==> src/rtl/ula_pkg.sv <==
// Shared types for the sequential arithmetic ALU: opcodes, FSM states and the flag bundle.
package ula_pkg;

  typedef enum logic [3:0] {
    OP_ADD      = 4'b0000,
    OP_SUB      = 4'b0001,
    OP_ADD_NOTB = 4'b0010,
    OP_SUB_NOTB = 4'b0011,
    OP_INC_A    = 4'b0100,
    OP_DEC_A    = 4'b0101,
    OP_INC_B    = 4'b0110,
    OP_DEC_B    = 4'b0111,
    OP_MUL      = 4'b1000,
    OP_NEG      = 4'b1001
  } op_e;

  typedef enum logic [1:0] {
    ST_IDLE = 2'd0,
    ST_MUL  = 2'd1,
    ST_DONE = 2'd2
  } st_e;

  typedef struct packed {
    logic carry;
    logic overflow;
    logic zero;
    logic negative;
    logic illegal;
  } flags_t;

  localparam flags_t FLAGS_RST = '{carry: 1'b0, overflow: 1'b0, zero: 1'b1,
                                   negative: 1'b0, illegal: 1'b0};

  // Opcodes above NEG are unassigned.
  function automatic logic is_illegal(input logic [3:0] sel);
    return (sel > OP_NEG);
  endfunction

endpackage

==> src/rtl/ula_mul_iter.sv <==
// Iterative unsigned shift-add multiplier: one partial product per cycle, LSB first.
// Takes WIDTH busy cycles after start; o_done flags the last step with o_product valid.
module ula_mul_iter #(
  parameter int WIDTH = 6
) (
  input  logic               Clk,
  input  logic               Reset,
  input  logic               i_start,
  input  logic [WIDTH-1:0]   i_mcand,
  input  logic [WIDTH-1:0]   i_mplier,
  output logic               o_busy,
  output logic               o_done,
  output logic [2*WIDTH-1:0] o_product
);

  localparam int CW = $clog2(WIDTH);
  localparam logic [CW-1:0] LAST = CW'(WIDTH - 1);

  logic [2*WIDTH-1:0] r_mcand;
  logic [2*WIDTH-1:0] r_acc;
  logic [WIDTH-1:0]   r_mplier;
  logic [CW-1:0]      r_cnt;
  logic               r_busy;
  logic [2*WIDTH-1:0] w_acc_nxt;

  assign w_acc_nxt = r_mplier[0] ? (r_acc + r_mcand) : r_acc;

  always_ff @(posedge Clk) begin
    if (Reset) begin
      r_mcand  <= '0;
      r_acc    <= '0;
      r_mplier <= '0;
      r_cnt    <= '0;
      r_busy   <= 1'b0;
    end else if (i_start && !r_busy) begin
      r_mcand  <= {{WIDTH{1'b0}}, i_mcand};
      r_mplier <= i_mplier;
      r_acc    <= '0;
      r_cnt    <= '0;
      r_busy   <= 1'b1;
    end else if (r_busy) begin
      r_acc    <= w_acc_nxt;
      r_mcand  <= r_mcand << 1;
      r_mplier <= r_mplier >> 1;
      r_cnt    <= r_cnt + CW'(1);
      if (r_cnt == LAST) r_busy <= 1'b0;
    end
  end

  // Product is taken from the accumulator's next value so the caller can register it on the last step.
  assign o_busy    = r_busy;
  assign o_done    = r_busy && (r_cnt == LAST);
  assign o_product = w_acc_nxt;

endmodule

==> src/rtl/ula_aritmetica_seq.sv <==
// Handshaked multi-cycle arithmetic ALU: add/sub/neg/inc/dec in one cycle, iterative MUL,
// optional saturation, result and flags held in registers until consumed.
//   state   | meaning
//   IDLE    | in_ready=1, waiting for a request
//   MUL     | iterative multiply in progress
//   DONE    | out_valid=1, result held until out_ready
module ula_aritmetica_seq
  import ula_pkg::*;
#(
  parameter int WIDTH  = 6,
  parameter int SAT_EN = 1
) (
  input  logic             Clk,
  input  logic             Reset,
  input  logic             in_valid,
  output logic             in_ready,
  input  logic [WIDTH-1:0] A,
  input  logic [WIDTH-1:0] B,
  input  logic [3:0]       Sel,
  input  logic             Sat,
  output logic             out_valid,
  input  logic             out_ready,
  output logic [WIDTH-1:0] O,
  output logic             Carry,
  output logic             Overflow,
  output logic             Zero,
  output logic             Negative,
  output logic             Illegal
);

  localparam logic [WIDTH-1:0] SMAX = {1'b0, {(WIDTH-1){1'b1}}};
  localparam logic [WIDTH-1:0] SMIN = {1'b1, {(WIDTH-1){1'b0}}};

  // Returns {carry, overflow, result} for every single-cycle opcode; zeros otherwise.
  function automatic logic [WIDTH+1:0] f_alu(input logic [WIDTH-1:0] a,
                                             input logic [WIDTH-1:0] b,
                                             input logic [3:0]       sel,
                                             input logic             sat);
    logic [WIDTH-1:0] x, y, r, opnd;
    logic [WIDTH:0]   sum;
    logic             cin, c, v, addsub;
    x = a; y = b; cin = 1'b0; addsub = 1'b1;
    r = '0; c = 1'b0; v = 1'b0; sum = '0;
    opnd = sel[1] ? b : a;
    case (sel)
      OP_ADD:      begin x = a;  y = b;  cin = 1'b0; end
      OP_SUB:      begin x = a;  y = ~b; cin = 1'b1; end
      OP_ADD_NOTB: begin x = a;  y = ~b; cin = 1'b0; end
      OP_SUB_NOTB: begin x = a;  y = b;  cin = 1'b1; end
      OP_NEG:      begin x = '0; y = ~a; cin = 1'b1; end
      default:     addsub = 1'b0;
    endcase
    if (addsub) begin
      sum = {1'b0, x} + {1'b0, y} + {{WIDTH{1'b0}}, cin};
      r = sum[WIDTH-1:0];
      c = sum[WIDTH];
      v = (x[WIDTH-1] == y[WIDTH-1]) && (r[WIDTH-1] != x[WIDTH-1]);
      if (sat && v) r = x[WIDTH-1] ? SMIN : SMAX;
    end else if ((sel == OP_INC_A) || (sel == OP_INC_B)) begin
      c = &opnd;
      r = (sat && c) ? opnd : opnd + WIDTH'(1);
    end else if ((sel == OP_DEC_A) || (sel == OP_DEC_B)) begin
      c = (opnd == '0);
      r = (sat && c) ? opnd : opnd - WIDTH'(1);
    end
    return {c, v, r};
  endfunction

  st_e                r_state;
  logic [WIDTH-1:0]   r_o;
  flags_t             r_flags;
  logic               r_sat;

  logic               w_sat;
  logic               w_illegal;
  logic               w_mul_start;
  logic               w_mul_busy;
  logic               w_mul_done;
  logic [2*WIDTH-1:0] w_prod;
  logic [WIDTH+1:0]   w_alu;
  logic               w_load;
  logic [WIDTH-1:0]   w_o_nxt;
  logic               w_c_nxt;
  logic               w_v_nxt;
  logic               w_ill_nxt;

  assign w_sat       = (SAT_EN != 0) && Sat;
  assign w_illegal   = is_illegal(Sel);
  assign w_mul_start = (r_state == ST_IDLE) && in_valid && (Sel == OP_MUL);

  ula_mul_iter #(.WIDTH(WIDTH)) u_mul (
    .Clk       (Clk),
    .Reset     (Reset),
    .i_start   (w_mul_start),
    .i_mcand   (A),
    .i_mplier  (B),
    .o_busy    (w_mul_busy),
    .o_done    (w_mul_done),
    .o_product (w_prod)
  );

  always_comb begin
    w_alu     = f_alu(A, B, Sel, w_sat);
    w_load    = 1'b0;
    w_o_nxt   = '0;
    w_c_nxt   = 1'b0;
    w_v_nxt   = 1'b0;
    w_ill_nxt = 1'b0;
    case (r_state)
      ST_IDLE: begin
        if (in_valid && (Sel != OP_MUL)) begin
          w_load                      = 1'b1;
          {w_c_nxt, w_v_nxt, w_o_nxt} = w_alu;
          w_ill_nxt                   = w_illegal;
        end
      end
      ST_MUL: begin
        if (w_mul_done) begin
          w_load  = 1'b1;
          w_v_nxt = |w_prod[2*WIDTH-1:WIDTH];
          w_o_nxt = (r_sat && w_v_nxt) ? '1 : w_prod[WIDTH-1:0];
        end
      end
      default: ;
    endcase
  end

  always_ff @(posedge Clk) begin
    if (Reset) begin
      r_state <= ST_IDLE;
      r_o     <= '0;
      r_flags <= FLAGS_RST;
      r_sat   <= 1'b0;
    end else begin
      if (w_load) begin
        r_o              <= w_o_nxt;
        r_flags.carry    <= w_c_nxt;
        r_flags.overflow <= w_v_nxt;
        r_flags.zero     <= (w_o_nxt == '0);
        r_flags.negative <= w_o_nxt[WIDTH-1];
        r_flags.illegal  <= w_ill_nxt;
      end
      case (r_state)
        ST_IDLE: begin
          if (in_valid) begin
            r_sat   <= w_sat;
            r_state <= (Sel == OP_MUL) ? ST_MUL : ST_DONE;
          end
        end
        ST_MUL: begin
          if (w_mul_done)       r_state <= ST_DONE;
          else if (!w_mul_busy) r_state <= ST_IDLE;
        end
        ST_DONE: begin
          if (out_ready) r_state <= ST_IDLE;
        end
        default: r_state <= ST_IDLE;
      endcase
    end
  end

  assign in_ready  = (r_state == ST_IDLE);
  assign out_valid = (r_state == ST_DONE);
  assign O         = r_o;
  assign Carry     = r_flags.carry;
  assign Overflow  = r_flags.overflow;
  assign Zero      = r_flags.zero;
  assign Negative  = r_flags.negative;
  assign Illegal   = r_flags.illegal;

endmodule

==> config.mk <==
export PLATFORM = sky130hd
export DESIGN_NAME = ula_aritmetica_seq
export DESIGN_NICKNAME = d
export VERILOG_FILES = /design/src/rtl/ula_pkg.sv /design/src/rtl/ula_mul_iter.sv /design/src/rtl/ula_aritmetica_seq.sv
export SDC_FILE = /design/constraint.sdc
export NUM_CORES = 1
export LEC_CHECK = 0
export CAP_MARGIN = 20
export CORE_AREA = 2 2 113 115
export DETAILED_ROUTE_END_ITERATION = 8
export DIE_AREA = 0 0 115 117
export PLACE_DENSITY_LB_ADDON = 0.3
export SLEW_MARGIN = 10
export SYNTH_ARGS = -nofsm -noshare
export SYNTH_HDL_FRONTEND = slang
export SYNTH_SLANG_ARGS = --single-unit
==> constraint.sdc <==
create_clock -name Clk -period 4.2 [get_ports Clk]
set_input_delay 0.84 -clock Clk [delete_from_list [all_inputs] [get_ports Clk]]
set_output_delay 0.84 -clock Clk [all_outputs]
set_load 0.01 [all_outputs]
Yosys cells after proc, flatten, opt, wreduce, memory -nomap -nowiden
Index checks and enable logic that the tools add are counted.
{"block": "word_totals", "regBits": 48, "inputBits": 21, "output_inout_bits": 13}
{"block": "op_classes", "bitwise_logic": 2, "eq_ne": 18, "reduce_logical": 26, "n_lt_le_gt_ge": 1, "addsub": 6, "mux": 44}
{"cell": "2-to-1 mux 6 bit", "count": 16}
{"cell": "case mux 6 bit (2 select lines)", "count": 2}
{"cell": "2-to-1 mux 1 bit", "count": 17}
{"cell": "== test 4 x 3 -> 1 bit, second input constant", "count": 4}
{"cell": "adder 12 bit", "count": 1}
{"cell": "logical NOT 6 bit", "count": 2}
{"cell": "2-to-1 mux 12 bit", "count": 1}
{"cell": "inverter 6 bit", "count": 2}
{"cell": "logical AND 1 bit", "count": 10}
{"cell": "2-to-1 mux 2 bit", "count": 5}
{"cell": "== test 4 x 2 -> 1 bit, second input constant", "count": 2}
{"cell": "== test 4 bit, second input constant", "count": 2}
{"cell": "adder 6 x 6 -> 7 bit", "count": 1}
{"cell": "adder 7 x 1 -> 7 bit", "count": 1}
{"cell": "adder 6 x 1 -> 6 bit, second input constant", "count": 1}
{"cell": "case mux 2 bit (3 select lines)", "count": 1}
{"cell": "AND reduction 6 bit", "count": 1}
{"cell": "OR reduction 6 bit", "count": 1}
{"cell": "subtractor 6 x 1 -> 6 bit, second input constant", "count": 1}
{"cell": "OR reduction 5 bit", "count": 1}
{"cell": "== test 4 x 1 -> 1 bit, second input constant", "count": 1}
{"cell": "greater-than comparator 4 bit, second input constant", "count": 1}
{"cell": "logical NOT 4 bit", "count": 1}
{"cell": "!= test 4 bit, second input constant", "count": 1}
{"cell": "other kinds (18)", "count": 21}

Longest topological paths before layout
Gate-level depths: netlist of run 1.
{"block": "depth", "depth_word": 13, "depth_mapped": 18, "depth_no_buf": 17}

Hierarchy
A second synthesis of run 1 with hierarchy kept.
{"block": "hier_totals", "cells_unflattened": 537, "hier_area_um2": 4227.8}
{"module": "ula_aritmetica_seq", "instances": 1, "area_each_um2": 2195.9, "cells_per_inst": 297, "seq_area_each_um2": 260.2}
{"module": "ula_mul_iter", "instances": 1, "area_each_um2": 2031.9, "cells_per_inst": 240, "seq_area_each_um2": 680.7}

Least setup slack after synthesis of run 1
OpenSTA, ideal clock, no wires.
{"block": "synth_timing", "path_type": "in2reg", "from": "input port Sel[1]", "to": "register r_flags, in the netlist Zero", "setup_time_ns": 0.096, "slack_ns": -0.290, "stages": 18, "n_path_buf": 3, "arrival_time_ns": 4.394, "cell_sequence": "buf_2 buf_1 clkbuf_1 nor2_1 mux2_2 nand2_1 o21ai_0 a221oi_1 ha_1 a21oi_1 nor2b_1 a311oi_2 nand3_1 nand2_1 a21oi_1 a311oi_1 nand3_1 o41ai_2"}
{"block": "synth_via", "elab_chain_len": 13, "elab_cells_between_ends": 45, "classes_between": "4 x add/sub; 11 x eq/ne; 16 x mux; 14 x reduce/logical"}
{"item": "start, declared", "line_no": "ula_aritmetica_seq.sv:19", "text": "input logic [3:0] Sel,"}
{"item": "== test 4 x 2 -> 1 bit / == test 4 x 1 -> 1 bit (equally long branches)", "line_no": "ula_aritmetica_seq.sv:45", "text": "case (sel)"}
{"item": "OR reduction 2 bit (no line)"}
{"item": "case mux 6 bit (2 select lines)", "line_no": "ula_aritmetica_seq.sv:45"}
{"item": "adder 6 x 6 -> 7 bit", "line_no": "ula_aritmetica_seq.sv:54", "text": "sum = {1'b0, x} + {1'b0, y} + {{WIDTH{1'b0}}, cin};"}
{"item": "adder 7 x 1 -> 7 bit", "line_no": "ula_aritmetica_seq.sv:54"}
{"item": "!= test 1 bit", "line_no": "ula_aritmetica_seq.sv:57", "text": "v = (x[WIDTH-1] == y[WIDTH-1]) && (r[WIDTH-1] != x[WIDTH-1]);"}
{"item": "logical AND 1 bit", "line_no": "ula_aritmetica_seq.sv:57"}
{"item": "logical AND 1 bit", "line_no": "ula_aritmetica_seq.sv:58", "text": "if (sat && v) r = x[WIDTH-1] ? SMIN : SMAX;"}
{"item": "2-to-1 mux 6 bit", "line_no": "ula_aritmetica_seq.sv:58"}
{"item": "2-to-1 mux 6 bit", "line_no": "ula_aritmetica_seq.sv:53", "text": "if (addsub) begin"}
{"item": "2-to-1 mux 6 bit", "line_no": "ula_aritmetica_seq.sv:111", "text": "if (in_valid && (Sel != OP_MUL)) begin"}
{"item": "case mux 6 bit (2 select lines)", "line_no": "ula_aritmetica_seq.sv:109", "text": "case (r_state)"}
{"item": "logical NOT 6 bit", "line_no": "ula_aritmetica_seq.sv:139", "text": "r_flags.zero <= (w_o_nxt == '0);"}
{"item": "end, declared", "line_no": "ula_aritmetica_seq.sv:71", "text": "flags_t r_flags;"}
Several ways; a longest one is shown, not always the timed one.
A chain may end at the register's enable or synchronous reset.

Final worst setup path of run 1
{"block": "layout_timing", "from": "input port Sel[2]", "to": "register r_o[1] (netlist: O[1])"}
{"block": "layout_via", "elab_chain_len": 12, "elab_cells_between_ends": 35, "classes_between": "2 x add/sub; 11 x eq/ne; 13 x mux; 9 x reduce/logical"}
{"item": "== test 4 x 2 -> 1 bit / == test 4 x 1 -> 1 bit (equally long branches)", "line_no": "ula_aritmetica_seq.sv:45"}
{"item": "OR reduction 2 bit (no line)"}
{"item": "case mux 6 bit (2 select lines)", "line_no": "ula_aritmetica_seq.sv:45"}
{"item": "adder 6 x 6 -> 7 bit", "line_no": "ula_aritmetica_seq.sv:54"}
{"item": "adder 7 x 1 -> 7 bit", "line_no": "ula_aritmetica_seq.sv:54"}
{"item": "!= test 1 bit", "line_no": "ula_aritmetica_seq.sv:57"}
{"item": "logical AND 1 bit", "line_no": "ula_aritmetica_seq.sv:57"}
{"item": "logical AND 1 bit", "line_no": "ula_aritmetica_seq.sv:58"}
{"item": "2-to-1 mux 6 bit", "line_no": "ula_aritmetica_seq.sv:58"}
{"item": "2-to-1 mux 6 bit", "line_no": "ula_aritmetica_seq.sv:53"}
{"item": "2-to-1 mux 6 bit", "line_no": "ula_aritmetica_seq.sv:111"}
{"item": "case mux 6 bit (2 select lines)", "line_no": "ula_aritmetica_seq.sv:109"}
{"item": "end signal, assigned", "line_no": "ula_aritmetica_seq.sv:136", "text": "r_o <= w_o_nxt;"}
{"item": "end, declared", "line_no": "ula_aritmetica_seq.sv:70", "text": "logic [WIDTH-1:0] r_o;"}
Several ways; a longest one is shown, not always the timed one.

==> flow_summary_export.csv, run 1 <==
group,metric,value,unit
floorplan,fp.dieH,117,um
clocking,holdBufCountCts,0,
timing,hold_viol,0,
timing,finalCriticalPeriod,3.96,ns
global_routing,overflow,0,
clocking,cts_tree,"built",
final_layout,nNetsFinal,607,
global_routing,antenna_found_initial,0,
placement,io_buffers,33,
route,drtPass1Iterations,7,
clocking,cts_buffer_depth,2,
floorplan,rows,41,
synth,netlist-cell-type-count,67,
final_layout,final_common_cell,"nor2_1",
synth,yosysTopAreaCellShare,24.6,%
final_layout,diodes,0,
route,postRouteAntennaNets,0,
synth,synth_area_leaders,"dfxtp_1 25%, a21oi_1 7.6%, nor2_1 7.3%, ha_1 6.5%, mux2i_1 5.8%",
synth,ys.flop_type,"dfxtp_1",
final_layout,syn_to_final_growth,24.1,%
clocking,root_buffer,"clkbuf_16",
placement,place_area,0.00456,sq mm
floorplan,die_area,0.0135,sq mm
timing,min_period_over_period,94.3,%
synth,yosysSeqAreaShare,24.6,%
synth,synth_nets,551,
route,dr_wl_met2,5.05,mm
placement,dp.final_hpwl,8.29,mm
pwr,peakVddDrop,0.000193,V
timing,setup_viol,0,
setup_path,worst-path-buf-inv,6,
global_routing,grt_max_degree,51,
final_layout,fillers,1267,
global_routing,grt_first_pass_wirelength,17.7,mm
floorplan,start_util,31.1,%
floorplan,die_w,115,um
pwr,p_total,1.16,mW
route,wl_per_cell,14.8,um
route,vias,3806,
setup_path,end_kind,"flop",
final_layout,utilization,38.6,%
route,route.met3.wl,367,um
global_routing,grt_pass1_vias,3592,
synth,syn_area,0.00382,sq mm
job,cap_violations,0,
clocking,clk_latency,0.28,ns
timing,maxSlewHeadroom,40.3,%
synth,syn-instance-count,507,
synth,synth-async-reset-ratio,0,%
route,met1Wirelength,4.95,mm
setup_path,crit_top_cell,"buf_4",
pwr,powerDensity,244,mW/mm^2
synth,ys_warn_count,0,
setup_path,crit_chain,"clkdlybuf4s50_1, buf_4, nor2_1, and2_1, a21oi_1, o21ai_0, a221oi_2, ha_1, nor2b_1, a311oi_2, buf_4, inv_1, nand3_2, a21oi_1, a311oi_2, buf_4, buf_4, a31oi_1",
setup_path,worstPathMaxFanout,5,
setup_path,slowest_stage,"clkdlybuf4s50_1",
final_layout,final_cell_mix,"73 x nor2_1, 56 x a21oi_1, 48 x nand2_1",
final_layout,layout-drive-gt1-share,15.8,%
floorplan,fp.coreArea,0.0123,sq mm
timing,rsz0062_at_grt,"false",
floorplan,boundaryPins,34,
clocking,clock_sinks,47,
pwr,power.leakage,1.94,nW
setup_path,cp_slowest_stage_delay,0.43,ns
timing,fin_tns_setup,0,ns
setup_path,worstPathArrival,4.12,ns
route,top_layer_used,"met4",
setup_path,cpLargestDelayFamily,"compound AO/OA/AOI/OAI gates",
synth,synth.largest_area_cell,"dfxtp_1",
timing,clock.fmax,0.253,GHz
final_layout,postLayoutCellArea,0.00475,sq mm
setup_path,crit_type,"in2reg",
timing,fin_skew,0.00374,ns
route,drt-initial-drc-count,251,
setup_path,crit_required,4.36,ns
clocking,cts_buffers,5,
route,drc,0,
status,status,"finished clean",
clocking,clk_pin_slew,0.06,ns
clocking,htreeDepth,2,
timing,final_max_slew_viol_count,0,
synth,avgSynthCellArea,7.54,sq um
route,finalWirelength,10.5,mm
global_routing,grt_usage,16.3,%
setup_path,crit_path_start_kind,"input port",
timing,worst_slew_pin_slew,0.894,ns
synth,synth-seq-cells,47,
route,viasPerCell,5.35,
min_path,hp-class,"reg2reg",
placement,routabilityCongestion,0.912,
synth,synth_edf_count,0,
## cells in the mapped netlist (3+ instances only)
cell      number
xnor2_1       12
or3_1          3
a21o_1         5
buf_1          4
ha_1          20
nand2b_1       6
o21ai_1        3
nor2b_1       14
nor3_1        10
and2_1         3
a21oi_1       58
dfxtp_1       47
nand3_1       14
nor2_1        74
mux2_2        14
nand2_1       48
o21ai_0       28
a211oi_1       8
a31oi_1        7
fa_1           3
o21a_1         4
nand4_1        7
inv_1         16
a221oi_1       6
clkbuf_1      22
mux2i_1       22
## routing by layer
| layer | global-route usage [%] | up-vias |
|---|---|---|
| li1 | - | 1932 |
| met1 | 21.4 | 1784 |
| met2 | 27.6 | 80 |
| met3 | 2.32 | 10 |
| met4 | 5.62 | 0 |
| met5 | 0 | - |
## cells by family (layout without fill, tap and decap cells)
kind of cell,after synthesis,in the layout,share of synthesized area (%)
buf+inv,44,99,4.45
compound gates,150,150,26.2
mux,36,36,9.88
fa+ha+maj,23,23,8.12
simple gates,192,192,23.1
flops,47,47,24.6
xor+xnor,15,15,3.63
## sequential cells by signal, indices dropped and copies added (netlist names)
signal / count
u_mul.r_acc: 12
Overflow: 1
Illegal: 1
r_sat: 1
u_mul.r_mcand: 12
r_state: 2
u_mul.r_mplier: 6
u_mul.r_cnt: 3
O: 6
u_mul.o_busy: 1
Zero: 1
Carry: 1
## cell type report
class	instances	area [sq um]	share of cell area (%)
tap	150	188	3.95
inverter	16	60.1	1.27
clock buffer	5	125	2.64
sequential	47	942	19.8
clock inverter	1	7.51	0.158
timing repair buffer	77	664	14.0
multi-input combinational	416	2760	58.1
## worst reg2reg max path: stages (launching register included)
cell      delay (ns)
dfxtp_1         0.33
ha_1            0.23
fa_1            0.44
a211oi_2        0.23
o21ai_1         0.15
and3_1          0.19
or3_1           0.32
a31oi_1         0.22
and2_4          0.20
a41oi_4         0.15
o41a_1          0.47
o41ai_2         0.30
## power by group
part | internal, mW | switching, mW
Combinational | 0.153 | 0.169
Clock | 0.214 | 0.156
Sequential | 0.457 | 0.00749
## stage by stage
stage | cells | hold WS (ns) | setup WS, ns
3_3_place_gp | 705 | 0.445 | -0.171
4_1_cts | 711 | 0.464 | 0.00983
2_1_floorplan | 507 | 0.436 | 0.0799
3_5_place_dp | 705 | 0.455 | -0.281
6_report | 712 | 0.468 | 0.241
5_1_grt | 712 | 0.489 | 0.00424
## worst paths after layout
check / end / cells after the start / start / slack [ns]
setup / recovery: O[1] / 18 / Sel[2] / 0.24
hold / removal: Illegal / 2 / Illegal / 0.47
hold reg to reg: Illegal / 2 / Illegal / 0.47
setup reg to reg: Zero / 11 / u_mul.r_acc[0] / 0.90
## what timing repair did
item                       CTS  global route
hold endpoints to repair     0             0
setup endpoints to repair    0             4
gates resized for setup      0            13
buffers inserted             0             1
Power figures use the tool's default switching activity.
==> run 2, diff against run 1 <==
--- a/config.mk
+++ b/config.mk
@@ -10,7 +10,7 @@
 export DETAILED_ROUTE_END_ITERATION = 8
 export DIE_AREA = 0 0 115 117
 export PLACE_DENSITY_LB_ADDON = 0.3
-export SLEW_MARGIN = 10
+export SLEW_MARGIN = 20
 export SYNTH_ARGS = -nofsm -noshare
 export SYNTH_HDL_FRONTEND = slang
 export SYNTH_SLANG_ARGS = --single-unit
==> constraint.sdc (replaced) <==
create_clock -name Clk -period 5.1 [get_ports Clk]
set_input_delay 1.02 -clock Clk [delete_from_list [all_inputs] [get_ports Clk]]
set_output_delay 1.02 -clock Clk [all_outputs]
set_load 0.01 [all_outputs]
==> run 2 against run 1 <==
- sequential power down 18%
- hold slack better by 0.0092 ns
- die area unchanged
- critical path depth is the same
- sequential cell count is the same
- wire length down 1.8%
- setup slack better by 0.24 ns
- clock power shrank 14%
- core utilization decreased by 2.4 points
- combinational power shrank 28%
- sequential share of layout area is 1.3 points higher
- clock skew up 0.0011 ns
==> flow_summary_export.csv, run 2 (synthesis gave the netlist of run 1 again) <==
group,metric,value,unit
setup_path,crit_type,"in2reg",
pwr,power_frac_seq,41.0,%
pwr,power.leakage,1.78,nW
timing,rsz0062_at_grt,"false",
final_layout,final_common_cell,"nor2_1",
route,viasPerCell,5.53,
timing,maxSlewHeadroom,35.4,%
final_layout,seq_area,942,sq um
setup_path,worstPathMaxFanout,12,
global_routing,grt.busiest_layer,"met2",
global_routing,grt_usage,15.8,%
floorplan,fp.coreArea,0.0123,sq mm
setup_path,end_kind,"flop",
pwr,clkPwrFrac,34.2,%
pwr,comb_power_share,24.8,%
route,vias,3760,
clocking,cts_resized,0,
pwr,powerDensity,209,mW/mm^2
final_layout,top_regs,"u_mul.r_acc x12, u_mul.r_mcand x12",
floorplan,start_util,31.1,%
global_routing,grt_pass1_vias,3591,
clocking,clk_pin_slew,0.07,ns
pwr,peakVddDrop,0.000101,V
timing,min_period_over_period,90.5,%
final_layout,layout-drive-gt1-share,8.68,%
placement,dp.final_hpwl,7.87,mm
timing,fin_skew,0.00489,ns
global_routing,gr-usage-met3,1.91,%
clocking,cts_buffers,5,
timing,fin_tns_setup,0,ns
placement,routabilityCongestion,0.928,
timing,finalCriticalPeriod,4.62,ns
final_layout,nNetsFinal,573,
route,wl_per_cell,15.2,um
timing,setup_viol,0,
pwr,internal_power,0.656,mW
floorplan,fp.dieH,117,um
final_layout,fillers,1305,
route,drc,0,
timing,worst_slew_pin_slew,0.966,ns
global_routing,grt_first_pass_wirelength,17.0,mm
status,status,"finished clean",
route,postRouteAntennaNets,0,
clocking,holdBufCountCts,0,
global_routing,antenna_found_initial,0,
placement,io_buffers,33,
clocking,htreeDepth,2,
floorplan,die_w,115,um
floorplan,rows,41,
final_layout,diodes,0,
clocking,cts_tree,"built",
route,drt-initial-drc-count,255,
placement,place_area,0.00431,sq mm
clocking,clock_sinks,47,
timing,clock.fmax,0.217,GHz
route,drtPass1Iterations,4,
global_routing,grt_max_degree,50,
clocking,cts_buffer_depth,2,
pwr,switching_share,29.6,%
final_layout,multiInputGateArea,0.00271,sq mm
min_path,hp-class,"reg2reg",
job,cap_violations,0,
setup_path,worstPathArrival,4.81,ns
pwr,p_total,0.932,mW
final_layout,syn_to_final_growth,16.4,%
timing,final_max_slew_viol_count,0,
setup_path,crit_required,5.29,ns
setup_path,r2r_slack,1.78,ns
global_routing,grt.met2_usage,26.9,%
clocking,clk_latency,0.28,ns
setup_path,crit_path_start_kind,"input port",
final_layout,final_cell_mix,"74 x nor2_1, 58 x a21oi_1, 48 x nand2_1",
pwr,net-switching-power,0.276,mW
clocking,post_cts_buffers,0,
global_routing,overflow,0,
route,finalWirelength,10.4,mm
floorplan,die_area,0.0135,sq mm
final_layout,postLayoutCellArea,0.00445,sq mm
floorplan,boundaryPins,34,
global_routing,grtUsageMet1,20.2,%
timing,hold_viol,0,
clocking,root_buffer,"clkbuf_16",
## run 2: critical path: stages
cell,delay [ns]
clkdlybuf4s50_1,0.48
buf_4,0.19
nor2_1,0.09
and2_1,0.22
a21oi_1,0.15
o21ai_0,0.08
a221oi_1,0.41
ha_1,0.32
a21oi_1,0.14
nor2b_1,0.08
a311oi_2,0.30
buf_4,0.19
inv_1,0.06
nand3_1,0.14
a21oi_1,0.08
a311oi_1,0.42
nand3_1,0.15
o41ai_2,0.29
## run 2: power by group through the flow
stage / Sequential [mW] / Clock [mW] / Combinational [mW]
after floorplan: 0.392 / 0 / 0.145
final: 0.382 / 0.319 / 0.232
after detailed placement: 0.390 / 0 / 0.228
after global routing: 0.383 / 0.343 / 0.253
after CTS: 0.382 / 0.326 / 0.229
after global placement: 0.390 / 0 / 0.223
## run 2: worst paths after layout
kind | start | to | cells after the start
min | Illegal | Illegal | 2
min reg2reg | Illegal | Illegal | 2
max reg2reg | u_mul.r_mcand[0] | Zero | 11
max | Sel[2] | Zero | 18
## run 2: stage by stage
stage / hold WS [ns] / worst slack (ns) / instances / utilization (%)
after global routing: 0.495 / 0.173 / 680 / 36.1
after CTS: 0.475 / 0.546 / 680 / 36.1
after detailed placement: 0.466 / 0.248 / 672 / 35.0
after floorplan: 0.436 / 0.430 / 507 / -
after global placement: 0.442 / 0.478 / 672 / 35.0
final: 0.477 / 0.483 / 680 / 36.1
## run 2: final cells by class
type | instances | share of cell area, %
flip-flops and latches | 47 | 21.2
inverters | 16 | 1.35
repair buffers | 43 | 9.11
multi-input cells | 416 | 61.0
clock buffers | 6 | 2.90
well taps | 150 | 4.22
clock inverters | 2 | 0.281
## run 2: routing by layer
layer / part of all wire, % / wire, um / up-vias
li1: - / - / 1866
met2: 48 / 4930 / 84
met5: 0 / 0 / -
met3: 3.1 / 319 / 19
met4: 2.6 / 266 / 0
met1: 47 / 4850 / 1791
==> run 3, diff against run 2 <==
--- a/config.mk
+++ b/config.mk
@@ -5,6 +5,7 @@
 export SDC_FILE = /design/constraint.sdc
 export NUM_CORES = 1
 export LEC_CHECK = 0
+export ABC_AREA = 1
 export CAP_MARGIN = 20
 export CORE_AREA = 2 2 113 115
 export DETAILED_ROUTE_END_ITERATION = 8
==> run 3 against run 2 <==
- setup slack better by 0.59 ns
- via count rose by 3.9%
- highest routed layer unchanged
- critical path type unchanged
- power up 6.7%
- clock skew up 0.0037 ns
==> flow_summary_export.csv, run 3 <==
group,metric,value,unit
final_layout,final_common_cell,"nand2_1",
synth,synth-async-reset-ratio,0,%
placement,io_buffers,33,
clocking,holdBufCountCts,0,
global_routing,overflow,0,
synth,synth_edf_count,0,
placement,preCtsSetupSlack,0.832,ns
final_layout,final_cell_mix,"165 x nand2_1, 110 x inv_1, 61 x nor2_1",
timing,setup_viol,0,
clocking,clk_pin_slew,0.07,ns
route,drc,0,
clocking,post_cts_buffers,0,
synth,yosysMostFrequentCell,"nand2_1",
route,finalWirelength,10.1,mm
timing,final_max_slew_viol_count,0,
placement,dp.final_hpwl,7.97,mm
floorplan,boundaryPins,34,
clocking,htreeDepth,2,
final_layout,layout-drive-gt1-share,5.56,%
final_layout,utilization,36.5,%
synth,synth_nets,660,
floorplan,start_util,31.1,%
setup_path,crit_path_start_kind,"input port",
final_layout,top_regs,"u_mul.r_acc x12, u_mul.r_mcand x12",
route,drtPass1Iterations,5,
min_path,hp-class,"reg2reg",
global_routing,grt_pass1_vias,3732,
synth,synth_top_cells_by_count,"165 x nand2_1, 110 x inv_1, 61 x nor2_1, 47 x dfxtp_1, 38 x nand3_1",
timing,setup_ws,1.07,ns
synth,synth.largest_area_cell,"dfxtp_1",
synth,synth-seq-cells,47,
global_routing,antenna_found_initial,0,
timing,maxSlewHeadroom,56.7,%
timing,min_period_over_period,78.9,%
route,postRouteAntennaNets,0,
pwr,powerDensity,221,mW/mm^2
clocking,cts_resized,0,
pwr,peakVddDrop,0.000121,V
synth,ys.flop_type,"dfxtp_1",
synth,netlist-cell-type-count,46,
global_routing,grt_first_pass_wirelength,17.3,mm
route,vias,3905,
setup_path,worstPathArrival,4.26,ns
timing,clock.fmax,0.248,GHz
clocking,clk_latency,0.29,ns
timing,fin_tns_setup,0,ns
route,drt-initial-drc-count,254,
setup_path,worstPathMaxFanout,12,
synth,avgSynthCellArea,6.22,sq um
clocking,root_buffer,"clkbuf_16",
clocking,cts_buffers,5,
setup_path,end_kind,"flop",
floorplan,rows,41,
synth,synth_area_leaders,"dfxtp_1 25%, nand2_1 16%, inv_1 11%, ha_1 6.5%, nor2_1 6.0%",
synth,yosysTopAreaCellShare,24.6,%
final_layout,instances_no_fill,797,
status,status,"finished clean",
synth,syn-instance-count,616,
clocking,cts_buffer_depth,2,
floorplan,die_area,0.0135,sq mm
setup_path,crit_required,5.33,ns
route,viasPerCell,4.90,
timing,fin_hold_ws,0.471,ns
floorplan,fp.dieH,117,um
floorplan,die_w,115,um
pwr,power.leakage,2.28,nW
global_routing,grt_max_degree,30,
synth,syn_area,0.00383,sq mm
synth,ys_warn_count,0,
clocking,cts_tree,"built",
timing,rsz0062_at_grt,"false",
placement,routabilityCongestion,0.887,
global_routing,grt_usage,15.9,%
final_layout,nNetsFinal,690,
placement,dpl.cell_count,789,
synth,yosysSeqAreaShare,24.6,%
route,wl_per_cell,12.6,um
final_layout,syn_to_final_growth,17.3,%
placement,place_area,0.00431,sq mm
timing,finalCriticalPeriod,4.03,ns
final_layout,diodes,0,
job,cap_violations,0,
floorplan,fp.coreArea,0.0123,sq mm
final_layout,fillers,1347,
pwr,p_total,0.995,mW
timing,worst_slew_pin_slew,0.649,ns
clocking,clock_sinks,47,
timing,fin_skew,0.00858,ns
timing,hold_viol,0,
setup_path,crit_type,"in2reg",
final_layout,postLayoutCellArea,0.00449,sq mm
run 3: cells by family (layout without fill, tap and decap cells):
logic type      after synthesis  count (layout)  synth area share, %
simple gates                288             288                 32.6
buf+inv                     130             161                 13.1
compound gates              112             112                 17.9
flops                        47              47                 24.6
fa+ha+maj                    23              23                 8.10
xor+xnor                     14              14                 3.20
mux                           2               2                0.523
run 3: report_power, final:
group          internal (mW)  switching [mW]
registers              0.377         0.00679
clock network          0.247           0.148
logic                 0.0857           0.131
total                  0.710           0.285
run 3: worst paths after layout:
kind / startpoint / endpoint / slack [ns] / depth (start not counted)
worst max-delay path: Sel[0] / Zero / 1.07 / 24
worst min-delay path: u_mul.r_mplier[5] / u_mul.r_mplier[5] / 0.47 / 2
worst max register to register: u_mul.r_acc[0] / Zero / 2.28 / 19
worst min register to register: u_mul.r_mplier[5] / u_mul.r_mplier[5] / 0.47 / 2
run 3: layout make-up:
class / instances / area, sq um / area share [%]
Inverter: 115 / 432 / 9.61
Sequential cell: 47 / 941 / 20.9
Timing Repair Buffer: 38 / 368 / 8.19
Multi-Input combinational cell: 439 / 2390 / 53.1
Clock buffer: 6 / 139 / 3.09
Tap cell: 150 / 188 / 4.18
Clock inverter: 2 / 38.8 / 0.864
run 3: metal layers:
metal  part of all wire (%)  track usage, %  up-vias
met5                      0               0        -
met4                    2.7            6.67        0
li1                       -               -     2027
met3                    3.3            2.21       20
met2                     48            27.5       69
met1                     46            19.8     1789
run 3: critical path, stage by stage:
cell and delay [ns]:
clkdlybuf4s50_1 0.52, nor2_1 0.13, inv_1 0.06, nand2_1 0.06
nor2_1 0.04, buf_4 0.16, a22oi_1 0.17, o31ai_1 0.16
ha_1 0.31, nand3_1 0.07, nand3_1 0.13, inv_1 0.06
o21bai_1 0.26, inv_1 0.11, nand2_1 0.10, nand4_1 0.18
inv_1 0.12, o21ai_0 0.08, nand2_1 0.07, a21boi_1 0.19
nand2_1 0.07, nor2_1 0.08, nand2_1 0.06, nand2_1 0.05
